File: config.mk
export PLATFORM = sky130hd
export DESIGN_NAME = fetch_stage_flat
export DESIGN_NICKNAME = d
export VERILOG_FILES = /design/src/rtl/fetch_stage_pkg.sv /design/src/rtl/fetch_stage_if.sv /design/src/rtl/fetch_stage_if_id_reg.sv /design/src/rtl/fetch_stage.sv /design/src/flat_wrapper.sv
export SDC_FILE = /design/constraint.sdc
export NUM_CORES = 1
export LEC_CHECK = 0
export CELL_PAD_IN_SITES_DETAIL_PLACEMENT = 2
export CELL_PAD_IN_SITES_GLOBAL_PLACEMENT = 2
export CORE_MARGIN = 1.5
export CORE_UTILIZATION = 25
export DETAILED_ROUTE_END_ITERATION = 7
export MAX_ROUTING_LAYER = met4
export PLACE_DENSITY_LB_ADDON = 0.1
export SYNTH_ARGS = -nofsm -noshare
export SYNTH_HDL_FRONTEND = slang
export SYNTH_SLANG_ARGS = --single-unit
File: constraint.sdc
create_clock -name clk -period 4.5 [get_ports clk]
set_clock_uncertainty 0.1 [all_clocks]
set_input_delay 0.9 -clock clk [delete_from_list [all_inputs] [get_ports clk]]
set_output_delay 0.9 -clock clk [all_outputs]
set_load 0.02 [all_outputs]
File: src/rtl/fetch_stage_pkg.sv
// Shared pipeline definitions: datapath width, the NOP encoding, the fetch
// FSM states and the IF/ID bundle that decode also consumes.
package fetch_stage_pkg;

  localparam int XLEN = 64;
  localparam logic [31:0] NOP_INSTR = 32'h0000_0013;

  typedef enum logic {
    RUN  = 1'b0,
    HALT = 1'b1
  } fetch_state_t;

  typedef struct packed {
    logic            valid;
    logic [XLEN-1:0] pc;
    logic [XLEN-1:0] pc_plus4;
    logic [31:0]     instr;
  } ifid_t;

  // Bundle helper: pc_plus4 is always derived here so it can never disagree
  // with pc.
  function automatic ifid_t make_ifid(input logic v, input logic [XLEN-1:0] pc,
                                      input logic [31:0] instr);
    ifid_t b;
    b.valid    = v;
    b.pc       = pc;
    b.pc_plus4 = pc + 64'd4;
    b.instr    = v ? instr : NOP_INSTR;
    return b;
  endfunction

endpackage

File: src/rtl/fetch_stage_if.sv
// Fetch-stage bus: pipeline control inputs, instruction-memory port and the
// IF/ID outputs. There is no valid/ready handshake: stall holds the stage for
// the cycle it is high, redirect is a one-cycle request that is always
// accepted and beats stall, and ifid_valid=0 marks a bubble.
interface fetch_stage_if;
  import fetch_stage_pkg::*;

  logic            stall;
  logic            redirect;
  logic [XLEN-1:0] redirect_pc;
  logic [XLEN-1:0] imem_addr;
  logic [31:0]     imem_instr;
  logic            ifid_valid;
  logic [XLEN-1:0] ifid_pc;
  logic [XLEN-1:0] ifid_pc_plus4;
  logic [31:0]     ifid_instr;
  logic            halted;
  logic            misaligned;
  logic [31:0]     fetch_count;

  // The fetch stage side.
  modport master (
    input  stall, redirect, redirect_pc, imem_instr,
    output imem_addr, ifid_valid, ifid_pc, ifid_pc_plus4, ifid_instr,
           halted, misaligned, fetch_count
  );

  // The surrounding pipeline / memory side.
  modport slave (
    output stall, redirect, redirect_pc, imem_instr,
    input  imem_addr, ifid_valid, ifid_pc, ifid_pc_plus4, ifid_instr,
           halted, misaligned, fetch_count
  );

endinterface

File: src/rtl/fetch_stage_if_id_reg.sv
// IF/ID pipeline register. Priority: reset, flush (bubble), hold, load.
module if_id_reg
  import fetch_stage_pkg::*;
(
  input  logic            clk,
  input  logic            reset_n,
  input  logic            i_hold,
  input  logic            i_flush,
  input  logic [XLEN-1:0] i_pc,
  input  logic [31:0]     i_instr,
  output ifid_t           o_ifid
);

  ifid_t r_ifid;

  // Bundle register: a flush still records pc so the bubble carries an address.
  always_ff @(posedge clk) begin
    if (!reset_n)     r_ifid <= make_ifid(1'b0, '0, NOP_INSTR);
    else if (i_flush) r_ifid <= make_ifid(1'b0, i_pc, NOP_INSTR);
    else if (!i_hold) r_ifid <= make_ifid(1'b1, i_pc, i_instr);
  end

  assign o_ifid = r_ifid;

endmodule

File: src/rtl/fetch_stage.sv
// Instruction-fetch stage: PC register, RUN/HALT FSM, sticky misalignment
// flag and saturating fetch counter. IF/ID itself lives in if_id_reg.
module fetch_stage
  import fetch_stage_pkg::*;
#(
  parameter logic [XLEN-1:0] RESET_PC   = 64'h0,
  parameter int              IMEM_BYTES = 16
) (
  input  logic          clk,
  input  logic          reset_n,
  fetch_stage_if.master bus,
  output fetch_state_t  o_dbg_state
);

  localparam logic [XLEN-1:0] LP_IMEM_END = XLEN'(IMEM_BYTES);

  logic [XLEN-1:0] r_pc;
  fetch_state_t    r_state;
  logic            r_misaligned;
  logic [31:0]     r_fetch_count;

  fetch_state_t    w_next_state;
  logic [XLEN-1:0] w_next_pc;
  logic [XLEN-1:0] w_target;
  logic            w_in_range;
  logic            w_fetch;
  logic            w_flush;
  logic            w_hold;
  ifid_t           w_ifid;

  assign w_target   = {bus.redirect_pc[XLEN-1:2], 2'b00};
  assign w_in_range = (r_pc < LP_IMEM_END);

  // State register.
  always_ff @(posedge clk) begin
    if (!reset_n) r_state <= RUN;
    else          r_state <= w_next_state;
  end

  // Next state and IF/ID control; redirect beats stall, stall beats advance.
  always_comb begin
    w_next_state = r_state;
    w_fetch      = 1'b0;
    w_flush      = 1'b0;
    w_hold       = 1'b0;
    w_next_pc    = r_pc;
    if (bus.redirect) begin
      w_flush      = 1'b1;
      w_next_pc    = w_target;
      w_next_state = (w_target < LP_IMEM_END) ? RUN : HALT;
    end else if (bus.stall) begin
      w_hold = 1'b1;
    end else begin
      case (r_state)
        RUN: begin
          if (w_in_range) begin
            w_fetch   = 1'b1;
            w_next_pc = r_pc + 64'd4;
          end else begin
            w_flush      = 1'b1;
            w_next_state = HALT;
          end
        end
        HALT:    w_flush = 1'b1;
        default: w_flush = 1'b1;
      endcase
    end
  end

  // PC, sticky misalignment flag and saturating fetch counter.
  always_ff @(posedge clk) begin
    if (!reset_n) begin
      r_pc          <= RESET_PC;
      r_misaligned  <= 1'b0;
      r_fetch_count <= '0;
    end else begin
      r_pc <= w_next_pc;
      if (bus.redirect && (bus.redirect_pc[1:0] != 2'b00)) r_misaligned <= 1'b1;
      if (w_fetch && (r_fetch_count != 32'hFFFF_FFFF))
        r_fetch_count <= r_fetch_count + 32'd1;
    end
  end

  if_id_reg u_if_id_reg (
    .clk     (clk),
    .reset_n (reset_n),
    .i_hold  (w_hold),
    .i_flush (w_flush),
    .i_pc    (r_pc),
    .i_instr (bus.imem_instr),
    .o_ifid  (w_ifid)
  );

  assign bus.imem_addr     = r_pc;
  assign bus.ifid_valid    = w_ifid.valid;
  assign bus.ifid_pc       = w_ifid.pc;
  assign bus.ifid_pc_plus4 = w_ifid.pc_plus4;
  assign bus.ifid_instr    = w_ifid.instr;
  assign bus.halted        = (r_state == HALT);
  assign bus.misaligned    = r_misaligned;
  assign bus.fetch_count   = r_fetch_count;
  assign o_dbg_state       = r_state;

endmodule

File: src/flat_wrapper.sv
// flat-port wrapper written by rule: the top's interface ports become plain ports
module fetch_stage_flat import fetch_stage_pkg::*;
#(
  parameter logic [XLEN-1:0] RESET_PC   = 64'h0,
  parameter int              IMEM_BYTES = 16
)
  (clk, reset_n, o_dbg_state, bus_stall, bus_redirect, bus_redirect_pc, bus_imem_instr, bus_imem_addr, bus_ifid_valid, bus_ifid_pc, bus_ifid_pc_plus4, bus_ifid_instr, bus_halted, bus_misaligned, bus_fetch_count);
  fetch_stage_if bus_i ();
  input  logic clk;
  input  logic reset_n;
  output fetch_state_t o_dbg_state;
  input wire logic [$bits(bus_i.stall)-1:0] bus_stall;
  input wire logic [$bits(bus_i.redirect)-1:0] bus_redirect;
  input wire logic [$bits(bus_i.redirect_pc)-1:0] bus_redirect_pc;
  input wire logic [$bits(bus_i.imem_instr)-1:0] bus_imem_instr;
  output wire logic [$bits(bus_i.imem_addr)-1:0] bus_imem_addr;
  output wire logic [$bits(bus_i.ifid_valid)-1:0] bus_ifid_valid;
  output wire logic [$bits(bus_i.ifid_pc)-1:0] bus_ifid_pc;
  output wire logic [$bits(bus_i.ifid_pc_plus4)-1:0] bus_ifid_pc_plus4;
  output wire logic [$bits(bus_i.ifid_instr)-1:0] bus_ifid_instr;
  output wire logic [$bits(bus_i.halted)-1:0] bus_halted;
  output wire logic [$bits(bus_i.misaligned)-1:0] bus_misaligned;
  output wire logic [$bits(bus_i.fetch_count)-1:0] bus_fetch_count;
  assign bus_i.stall = bus_stall;
  assign bus_i.redirect = bus_redirect;
  assign bus_i.redirect_pc = bus_redirect_pc;
  assign bus_i.imem_instr = bus_imem_instr;
  assign bus_imem_addr = bus_i.imem_addr;
  assign bus_ifid_valid = bus_i.ifid_valid;
  assign bus_ifid_pc = bus_i.ifid_pc;
  assign bus_ifid_pc_plus4 = bus_i.ifid_pc_plus4;
  assign bus_ifid_instr = bus_i.ifid_instr;
  assign bus_halted = bus_i.halted;
  assign bus_misaligned = bus_i.misaligned;
  assign bus_fetch_count = bus_i.fetch_count;
  fetch_stage #(.RESET_PC(RESET_PC), .IMEM_BYTES(IMEM_BYTES)) u_core (.clk(clk), .reset_n(reset_n), .bus(bus_i), .o_dbg_state(o_dbg_state));
endmodule
==> reports/qor.csv <==
stage,metric,value,unit
outcome,status,"finished, final reports clean",
global_route,initial antenna violation count,1,
critical_path,CP endpoint kind,flop,
yosys,post-synth top area share,47.4,%
clock_tree,hold_buf cts,0,
route,drt drc,0,
pwr,PwrDens,389,mW/mm2
yosys,cell area after synthesis,0.0107,mm2
critical_path,WS Path Type,reg -> reg,
sta,crit path time final,3.37,ns
global_route,gr usage total,21.3,%
critical_path,startpoint types,flop,
clock_tree,CTS Sinks,253,
sta,max-slew violation count,0,
cells_and_area,"commonest non-fill, non-tap cell in the layout",clkdlybuf4s50_1,
cells_and_area,"commonest cells after routing, fill and taps aside","clkdlybuf4s50_1, dfxtp_1, nand2_1",
route,vias post-DR,10383,
clock_tree,"Clk Latency, worst-skew pair",0.58,ns
flow_run,Max Cap Viol,0,
route,DR WL/cell,22.0,um
sta,RSZ-0062 raised after global routing,false,
route,Iter 0 DRT Violations,327,
place,I/O Buffers,353,
global_route,first-pass GRT wire length,70200,um
pwr,leakage,5.80,nW
die,die height,210,um
critical_path,peak fanout along the critical path,30,
clock_tree,postcts setup bufs,0,
global_route,pin count of the biggest net entering global routing,96,
clock_tree,Worst-path clk slew,0.06,ns
place,DP HPWL,33000,um
route,drt pass-1 iters,4,
route,post-DR vias/cell,4.90,
yosys,Post-synth EDFFs,0,
sta,Slew Limit Headroom,31.3,%
sta,Final TNS setup,0,ns
critical_path,Reg2Reg Setup Slack,1.13,ns
yosys,sequential area share after synthesis,47.4,%
die,Initial Utilization,25.4,%
place,Placer Congestion,0.752,
yosys,Yosys top cell by area,dfxtp_1,
clock_tree,CTS tree,built,
yosys,Yosys cell types,50,
worst_hold_path,Hold Path Class,reg -> reg,
cells_and_area,layout net count,1655,
yosys,Syn Inst Count,1239,
sta,hold slack final,0.351,ns
route,final wirelength,46600,um
sta,period utilisation layout,74.8,%
clock_tree,root buf cell,clkbuf_16,
clock_tree,clock tree buffer depth,3,
sta,endpoints failing setup,0,
critical_path,Required @ worst endpoint,4.89,ns
clock_tree,H-tree Lvls,1,
die,core footprint,0.0420,mm2
global_route,vias in the first global route,11173,
pwr,worst IR drop on VDD,0.276,mV
die,die span in x,210,um
clock_tree,CTS Buf Count,31,
cells_and_area,layout cell share with drive strength beyond 1,5.64,%
yosys,syn_area_per_cell,8.63,um2
route,Routed Antenna Nets,0,
die,die area,0.0440,mm2
critical_path,CP arrival,3.75,ns
yosys,largest cells by area after synthesis,"dfxtp_1, mux2i_1, nand2_1, a21oi_1, nor2_1",
yosys,Synth async-reset ratio,0,%
sta,Final Hold Vio Count,0,
sta,Least-Margin Pin Slew,1.03,ns
die,FP Rows,75,
die,Ports,360,
sta,Peak Freq,0.297,GHz
yosys,Synth Flop Type,dfxtp_1,
yosys,synthesized flop and latch total,253,
global_route,GR Overflow Total,0,
clock_tree,CTS resizes,0,
yosys,Ys Warns,0,
cells_and_area,Layout area overhead,48.8,%
[metal layers]
layer | up-vias | GRT usage, % | part of all wire [%]
met3 | 67 | 4.73 | 5.2
met1 | 5153 | 26.3 | 45
met2 | 231 | 35.3 | 48
met5 | - | - | 0
li1 | 4932 | - | -
met4 | 0 | 5.31 | 2.6
[stage by stage]
step                      utilization, %  std cells  total power, mW  setup slack [ns]  area, um2
final                               37.8       2118             6.18              1.13      15900
after global routing                37.8       2118             6.43             0.783      15900
after CTS                           37.8       2117             6.30             0.969      15900
after detailed placement            35.0       2059             3.28             0.999      14700
after global placement              35.0       2059             3.26             0.985      14700
after floorplan                        -       1244             2.84              1.66      10700
[worst paths after layout]
path                                         end  cells after the start                            from
setup / recovery  u_core.u_if_id_reg.o_ifid[160]                      6        u_core.bus.imem_addr[24]
hold / removal    u_core.u_if_id_reg.o_ifid[150]                      2  u_core.u_if_id_reg.o_ifid[150]
setup reg to reg  u_core.u_if_id_reg.o_ifid[160]                      6        u_core.bus.imem_addr[24]
hold reg to reg   u_core.u_if_id_reg.o_ifid[150]                      2  u_core.u_if_id_reg.o_ifid[150]
[synthesized netlist by cell type (all sizes together), types with 7 or more instances]
master and number:
inv 8, nand4 35, nor4 42, and3 22, mux2i 98, dfxtp 253, and4 20, nand3 40
buf 20, nor2 135, clkbuf 73, nor3 17, a21oi 114, nand2b 7, xor2 43, o21bai 7
o21ai 54, a211oi 13, nand2 174, xnor2 28
[area by class of cell]
type | instances | area [um2]
repair buffers | 369 | 3680
well taps | 539 | 674
clock buffers | 36 | 845
multi-input cells | 889 | 5240
flip-flops and latches | 253 | 5060
fillers | 4641 | 26100
diodes | 1 | 2.50
inverters | 9 | 38.8
clock inverters | 22 | 364
[worst max-delay path, cell delays in order, from the launching register on]
cell and delay [ns]:
dfxtp_1 0.39, or4_1 0.67, nor4_1 0.48, a41oi_1 0.18
nor2_1 0.39, nand2_1 0.71, a21oi_1 0.32
[power by group]
group          leakage, nW  switching, mW  total [mW]  internal, mW
combinational         3.12          0.417       0.764         0.347
sequential            2.07          0.119        2.46          2.34
clock                0.607           1.06        2.96          1.91
total                 5.80           1.59        6.18          4.59
[kinds of logic (layout without fill, tap and decap cells)]
| kind of cell | count (synthesis) | in the layout | synth area share (%) |
|---|---|---|---|
| and+or+nand+nor | 511 | 511 | 23.1 |
| DFF | 253 | 253 | 47.4 |
| AOI/OAI and AO/OA | 201 | 201 | 10.3 |
| buffers and inverters | 102 | 436 | 3.96 |
| muxes | 98 | 98 | 9.17 |
| xor gates and xnor gates | 71 | 71 | 5.82 |
| adders and majority gates | 2 | 2 | 0.234 |
| other | 1 | 7 | 0.0351 |
[state kept, by name (all words and copies together), names as in the netlist]
signal,count
u_core.bus.halted,1
u_core.bus.misaligned,1
u_core.bus.fetch_count,32
u_core.u_if_id_reg.o_ifid,157
u_core.bus.imem_addr,62
(Power assumes the default switching activity.)
